==> src/rtl/bvshl_ugt_skolem_seq.sv <==
// Sequential Skolem-witness search for (x << s) >u t (MODE 0) or (s << x) >u t (MODE 1).
// Accepts one (s, t) request at a time and returns the minimal witness x, a found flag
// and the number of candidates evaluated. Candidates are tried in increasing order, one
// per cycle.
module bvshl_ugt_skolem_seq #(
    parameter int unsigned W    = 4,
    parameter int unsigned MODE = 0
) (
    input  logic         clk,
    input  logic         rst_n,
    input  logic         in_valid,
    output logic         in_ready,
    input  logic [W-1:0] s,
    input  logic [W-1:0] t,
    output logic         out_valid,
    input  logic         out_ready,
    output logic [W-1:0] x,
    output logic         found,
    output logic [W:0]   iters
);

    typedef enum logic [1:0] {
        StIdle   = 2'd0,
        StSearch = 2'd1,
        StDone   = 2'd2
    } state_e;

    // Last candidate: every value for MODE 0; only in-range shift amounts for MODE 1,
    // since any larger shift of s yields 0 and can never exceed t.
    localparam logic [W-1:0] Last = (MODE == 0) ? {W{1'b1}} : W'(W - 1);

    state_e       state_q, state_d;
    logic [W-1:0] s_q, s_d;
    logic [W-1:0] t_q, t_d;
    logic [W-1:0] cand_q, cand_d;
    logic [W-1:0] x_q, x_d;
    logic         found_q, found_d;
    logic [W:0]   iters_q, iters_d;

    logic [W-1:0] ic_mask;
    logic         ic;
    logic [W-1:0] shifted;
    logic         hit;

    // Invertibility condition and per-candidate hit test.
    always_comb begin
        // Shifts of W or more produce 0 under SystemVerilog logical-shift rules.
        ic_mask = {W{1'b1}} << s;
        ic      = (t < ic_mask);
        if (MODE == 0) begin
            shifted = cand_q << s_q;
        end else begin
            shifted = s_q << cand_q;
        end
        hit = (shifted > t_q);
    end

    // Next-state logic for the handshake FSM and the search datapath.
    always_comb begin
        state_d = state_q;
        s_d     = s_q;
        t_d     = t_q;
        cand_d  = cand_q;
        x_d     = x_q;
        found_d = found_q;
        iters_d = iters_q;

        unique case (state_q)
            StIdle: begin
                if (in_valid) begin
                    s_d     = s;
                    t_d     = t;
                    cand_d  = '0;
                    iters_d = '0;
                    x_d     = '0;
                    found_d = 1'b0;
                    // MODE 0 can reject up front: no witness exists unless t < (~0 << s).
                    if ((MODE == 0) && !ic) begin
                        state_d = StDone;
                    end else begin
                        state_d = StSearch;
                    end
                end
            end
            StSearch: begin
                iters_d = iters_q + 1'b1;
                if (hit) begin
                    x_d     = cand_q;
                    found_d = 1'b1;
                    state_d = StDone;
                end else if (cand_q == Last) begin
                    x_d     = '0;
                    found_d = 1'b0;
                    state_d = StDone;
                end else begin
                    cand_d = cand_q + 1'b1;
                end
            end
            StDone: begin
                if (out_ready) begin
                    state_d = StIdle;
                end
            end
            default: begin
                state_d = StIdle;
            end
        endcase
    end

    // State register with synchronous active-low reset.
    always_ff @(posedge clk) begin
        if (!rst_n) begin
            state_q <= StIdle;
            s_q     <= '0;
            t_q     <= '0;
            cand_q  <= '0;
            x_q     <= '0;
            found_q <= 1'b0;
            iters_q <= '0;
        end else begin
            state_q <= state_d;
            s_q     <= s_d;
            t_q     <= t_d;
            cand_q  <= cand_d;
            x_q     <= x_d;
            found_q <= found_d;
            iters_q <= iters_d;
        end
    end

    // Outputs come straight from state and registers.
    always_comb begin
        in_ready  = (state_q == StIdle);
        out_valid = (state_q == StDone);
        x         = x_q;
        found     = found_q;
        iters     = iters_q;
    end

endmodule

==> config.mk <==
export PLATFORM = sky130hd
export DESIGN_NAME = bvshl_ugt_skolem_seq
export DESIGN_NICKNAME = d
export VERILOG_FILES = /design/src/rtl/bvshl_ugt_skolem_seq.sv
export SDC_FILE = /design/constraint.sdc
export NUM_CORES = 1
export LEC_CHECK = 0
export BUFFER_PORTS_ARGS = -buffer_cell sky130_fd_sc_hd__buf_2
export CORE_MARGIN = 10
export CORE_UTILIZATION = 40
export CTS_CLUSTER_DIAMETER = 120
export DETAILED_ROUTE_END_ITERATION = 8
export MAX_ROUTING_LAYER = met4
export SLEW_MARGIN = 10
export SYNTH_ARGS = -nofsm -noshare
export SYNTH_HDL_FRONTEND = slang
export SYNTH_SLANG_ARGS = --single-unit
==> constraint.sdc <==
create_clock -name clk -period 7.1 [get_ports clk]
set_input_delay 0.71 -clock clk [delete_from_list [all_inputs] [get_ports clk]]
set_output_delay 0.71 -clock clk [all_outputs]
set_load 0.02 [all_outputs]
Yosys cells after proc, flatten, opt, wreduce, memory -nomap -nowiden:

Cells that the tools add are included.

* register bits after elaboration: 24
* input port bits: 12
* output and inout port bits: 12
* logic and storage cells: 47

* $add $sub $neg: 2
* order comparisons: 2
* equal/unequal tests: 8
* shift-type cells: 2
* mux-type cells: 19
* reductions and logical operators: 7

Operator list (number)
* two-way mux 4 bit: 5
* one-hot mux 4 bit (2 select lines): 2
* two-way mux 2 bit: 5
* one-hot mux 5 bit (2 select lines): 1
* inequality test 2 bit (second input constant): 3
* one-hot mux 2 bit (3 select lines): 1
* AND reduction 3 bit: 2
* adder 5 x 1 -> 5 bit (second input constant): 1
* two-way mux 5 bit: 1
* adder 4 x 1 -> 4 bit (second input constant): 1
* equality test 4 bit (second input constant): 1
* greater-than comparator 4 bit: 1
* less-than comparator 4 bit: 1
* AND reduction 2 bit: 2
* AND reduction 4 bit: 1
* left shift 4 x 4 -> 4 bit: 1
* left shift 4 x 4 -> 4 bit (first input constant): 1
* two-way mux 1 bit: 3
* inequality test 3 bit (second input constant): 1
* equality test 2 x 1 -> 1 bit (second input constant): 1
* equality test 2 bit (second input constant): 1
* zero test 2 bit: 1
* inequality test 2 x 1 -> 1 bit (second input constant): 1
* one-hot mux 1 bit (2 select lines): 1
* nonzero test 2 bit: 1

Depth between registers and ports, before layout:

* depth after elaboration: 5
* depth in mapped cells: 9
* depth with buffers taken out: 9

Least setup slack after synthesis:

Ideal clock, no wire load.

* kind: register to register
* start: reg cand_q[0]
* end: reg cand_q[3]
* setup time: 0.070 ns
* arrival: 2.437 ns
* data required time: 7.030 ns
* slack: 4.593 ns
* cell stages (with the launch flop): 9
* path buffers: 0
* period minus slack after synthesis: 2.507 ns
* path through: dfxtp_1 -> mux2i_1 -> a2111oi_0 -> ha_1 -> a21o_1 -> a2111oi_4 -> nand2_2 -> or3_1 -> a21oi_1

* longest elaborated chain between the ends: 4
* elaborated cells between the ends (all ways): 10
* classes of those cells: 1 x add/sub; 1 x order compare; 3 x eq/ne; 1 x shift; 3 x mux; 1 x reduce/logical

Ends and longest elaborated chain
* start, declared: RTL line 35 `logic [W-1:0] cand_q, cand_d;`
* start signal, assigned: RTL line 124 `cand_q <= cand_d;`
* left shift 4 x 4 -> 4 bit / adder 4 x 1 -> 4 bit (equally long branches): RTL line 51, 96
* greater-than comparator 4 bit / two-way mux 4 bit (equally long branches): RTL line 55, 91
* inequality test 2 bit (no source line) / two-way mux 4 bit (equally long branches)
* AND reduction 4 bit (no source line) / one-hot mux 4 bit (2 select lines) (equally long branches)

Several ways; a longest one is shown, not always the timed one. The select of a mux whose other input is x is not followed.
A chain may end at the register's enable or synchronous reset.

Worst setup path after layout:

Ends and elaborated chain as after synthesis.

==> impl_metrics.py <==
metrics = {
    "power": {
        "power.switching_w": 0.00009265,
        "power_frac_clock_pct": 32.0,
        "combPwrFrac_pct": 20.7,
        "total_power_w": 0.0003173,
        "leakagePower_nw": 0.6355,
        "p_seq_share_pct": 47.2,
        "p_int_w": 0.0002247,
        "p_per_area_nw_per_um2": 210.3,
        "ir_worst_vdd_mv": 0.1464,
        "swShare_pct": 29.20,
    },
    "clock_network": {
        "root_buffer": "clkbuf_4",
        "post_cts_resized": 0,
        "postCtsSetupBuffers": 0,
        "clock_latency_ps": 320,
        "cts_tree": "yes",
        "cts_hold_buf": 0,
        "ctsHtreeMaxLevel": 1,
        "clkSinkCount": 24,
        "clockBufferDepth": 2,
        "cts_buffers": 3,
        "clkTransAtPathRegs_ps": 140,
    },
    "job": {
        "max_cap_violations": 0,
    },
    "setup_path": {
        "path_max_fanout": 8,
        "cp.required_ps": 7360,
        "critPathArrivalTime_ps": 3050,
        "crit_type": "flip-flop to flip-flop",
        "critPathMaxStageDelay_ps": 490,
        "worst-path-buf-inv": 0,
        "cp-start-kind": "flip-flop",
        "crit_family": "compound AO/OA/AOI/OAI gates",
        "worstPathCellList": "mux2i_1, a2111oi_0, ha_1, a21o_1, a2111oi_4, nand2_2, or3_1, a21oi_1",
        "cpMaxStageDelayCell": "dfxtp_1",
        "worst_setup_path_end_kind": "flip-flop",
    },
    "yosys": {
        "netlist_area_um2": 1301,
        "ys_seq_area_share_pct": 36.92,
        "synth_cells": 149,
        "synth_top_area_share_pct": 36.92,
        "synth_nets": 170,
        "avgSynthCellArea_um2": 8.733,
        "ys_top_cells_by_area": "dfxtp_1 (37%), ha_1 (8.7%), nand2_1 (6.3%), a21boi_0 (5.8%), nor2b_1 (3.8%)",
        "synth_seq_cells": 24,
        "yosysTopAreaCell": "dfxtp_1",
        "synth_warnings": 0,
        "synth.distinct_cells": 38,
    },
    "route": {
        "wl_per_cell_um": 14.29,
        "drtIter0Drc": 72,
        "wirelength_um": 3087,
        "drc": 0,
        "firstDrtPassIters": 4,
        "viasPerCell": 5.306,
        "antenna_violating_nets_post_route": 0,
        "vias": 1146,
    },
    "die": {
        "initial_core_util_pct": 42.28,
        "die_w_um": 77.04,
        "core_area_um2": 3078,
        "die_area_um2": 5934,
        "fp-row-count": 20,
        "pin_count": 24,
        "die_y_um": 77.04,
    },
    "placed_design": {
        "place_congestion": 0.8117,
        "dp_hpwl_um": 2438,
        "io_buffers": 23,
        "placed_area_um2": 1456,
    },
    "timing": {
        "timing.fmax_ghz": 0.3593,
        "tns_ps": 0,
        "hold_viol": 0,
        "final-setup-viol-count": 0,
        "finClkSkew_ps": 3.678,
        "final_max_slew_viol_count": 0,
        "period_needed_ps": 2784,
        "max-slew-margin-rel_pct": 74.59,
        "worst_pin_slew_ps": 371.5,
        "final.period_utilization_pct": 39.21,
        "rsz0062_at_grt": "false",
    },
    "layout": {
        "fin_nets": 194,
        "area.growth.synth_to_final_pct": 15.96,
        "design_area_um2": 1509,
        "n_antenna_cell": 0,
        "drive_gt1_share_pct": 20.35,
    },
    "global_routing": {
        "first_global_vias": 1066,
        "grt.overflow.total": 0,
        "grt_max_degree": 19,
        "antenna_found_initial": 0,
        "grt_pass1_wl_um": 5181,
        "grt_use_total_pct": 10.61,
    },
    "run_status": {
        "status": "finished clean",
    },
    "min_path": {
        "min_path_type": "flip-flop to flip-flop",
    },
}
## worst min-delay path: cells and delay by family (launching register included)
kind | cells | cell delay (ps)
and+or+nand+nor | 1 | 50
AOI/OAI and AO/OA | 1 | 70
DFF | 1 | 340
## layout by cell type (no fill, tap or decap), types with 2 or more instances in the layout
| master | synthesis | final |
|---|---|---|
| inv_1 | 5 | 5 |
| a21oi_1 | 3 | 3 |
| nor3_1 | 4 | 4 |
| dfxtp_1 | 24 | 24 |
| or2_2 | 2 | 2 |
| nor2_1 | 10 | 10 |
| a21o_1 | 3 | 3 |
| a22o_1 | 4 | 4 |
| nand3_1 | 5 | 5 |
| clkbuf_4 | 0 | 3 |
| nor2b_1 | 8 | 8 |
| nand2_1 | 22 | 22 |
| mux2i_1 | 3 | 3 |
| and3_1 | 4 | 4 |
| a21boi_0 | 10 | 10 |
| xor2_1 | 3 | 3 |
| buf_2 | 0 | 23 |
| a22oi_1 | 2 | 2 |
| or3_1 | 2 | 2 |
| ha_1 | 9 | 9 |
| o21ai_0 | 4 | 4 |
## synthesized netlist by cell type
cell,number
a2111oi_0,1
a2111oi_4,1
a211oi_1,1
a21boi_0,10
a21boi_2,1
a21o_1,3
a21oi_1,3
a22o_1,4
a22oi_1,2
a32oi_1,1
and2_1,1
and3_1,4
clkbuf_1,4
dfxtp_1,24
ha_1,9
inv_1,5
mux2_2,1
mux2i_1,3
nand2_1,22
nand2_2,1
nand3_1,5
nand3b_1,1
nand4_1,1
nand4_2,1
nor2_1,10
nor2b_1,8
nor3_1,4
o2111ai_1,1
o211ai_1,1
o21a_1,1
o21ai_0,4
o21ai_1,1
o221a_2,1
o22a_1,1
or2_2,2
or3_1,2
or4_1,1
xor2_1,3
## worst paths after layout
path | startpoint | endpoint | slack [ps] | cells after the start
worst max-delay path | cand_q[0]$_SDFFE_PN0P_ | cand_q[3]$_SDFFE_PN0P_ | 4320 | 8
worst max register to register | cand_q[0]$_SDFFE_PN0P_ | cand_q[3]$_SDFFE_PN0P_ | 4320 | 8
worst min-delay path | t_q[3]$_SDFFE_PN0P_ | t_q[3]$_SDFFE_PN0P_ | 480 | 2
worst min register to register | t_q[3]$_SDFFE_PN0P_ | t_q[3]$_SDFFE_PN0P_ | 480 | 2
## registers in the layout, indices dropped and copies added, names as in the netlist
| signal | count |
|---|---|
| found | 1 |
| s_q | 4 |
| t_q | 4 |
| cand_q | 4 |
| state_q | 2 |
| iters | 5 |
| x | 4 |
## power groups by stage
stage | Clock [W] | Combinational [W] | Sequential, W
3_3_place_gp | 0 | 0.0000644 | 0.000153
5_1_grt | 0.000110 | 0.0000736 | 0.000151
6_report | 0.000102 | 0.0000658 | 0.000150
4_1_cts | 0.000104 | 0.0000660 | 0.000150
2_1_floorplan | 0 | 0.0000498 | 0.000150
3_5_place_dp | 0 | 0.0000657 | 0.000153
## layout make-up
type                       instances  area [um^2]
tap                               44        55.05
clock buffer                       3        22.52
clock inverter                     1        30.03
sequential                        24        480.5
fill                             321         1569
multi-input combinational        116        787.0
inverter                           5        18.77
timing repair buffer              23        115.1
## per-stage QoR
| stage | util [%] | instances | setup WS, ps | hold WS, ps |
|---|---|---|---|---|
| after floorplan | - | 149 | 4593 | 443.4 |
| after global placement | 47.32 | 212 | 4426 | 451.8 |
| after detailed placement | 47.32 | 212 | 4321 | 448.7 |
| after CTS | 49.02 | 216 | 4274 | 482.7 |
| after global routing | 49.02 | 216 | 4033 | 502.8 |
| final | 49.02 | 216 | 4316 | 476.8 |
## cells by family after synthesis
family	synth area share [%]
compound gates	22.69
fa+ha+maj	8.654
mux	3.173
buf+inv	2.596
simple gates	23.94
xor+xnor	2.020
flops	36.92
## routing by layer
metal / vias to the layer above / GRT usage (%) / wire, um
met5: - / - / 0
met2: 29 / 15.68 / 1392
met1: 536 / 13.56 / 1512
li1: 579 / - / -
met4: 0 / 2.737 / 19
met3: 2 / 3.497 / 162
(Power assumes the default switching activity.)
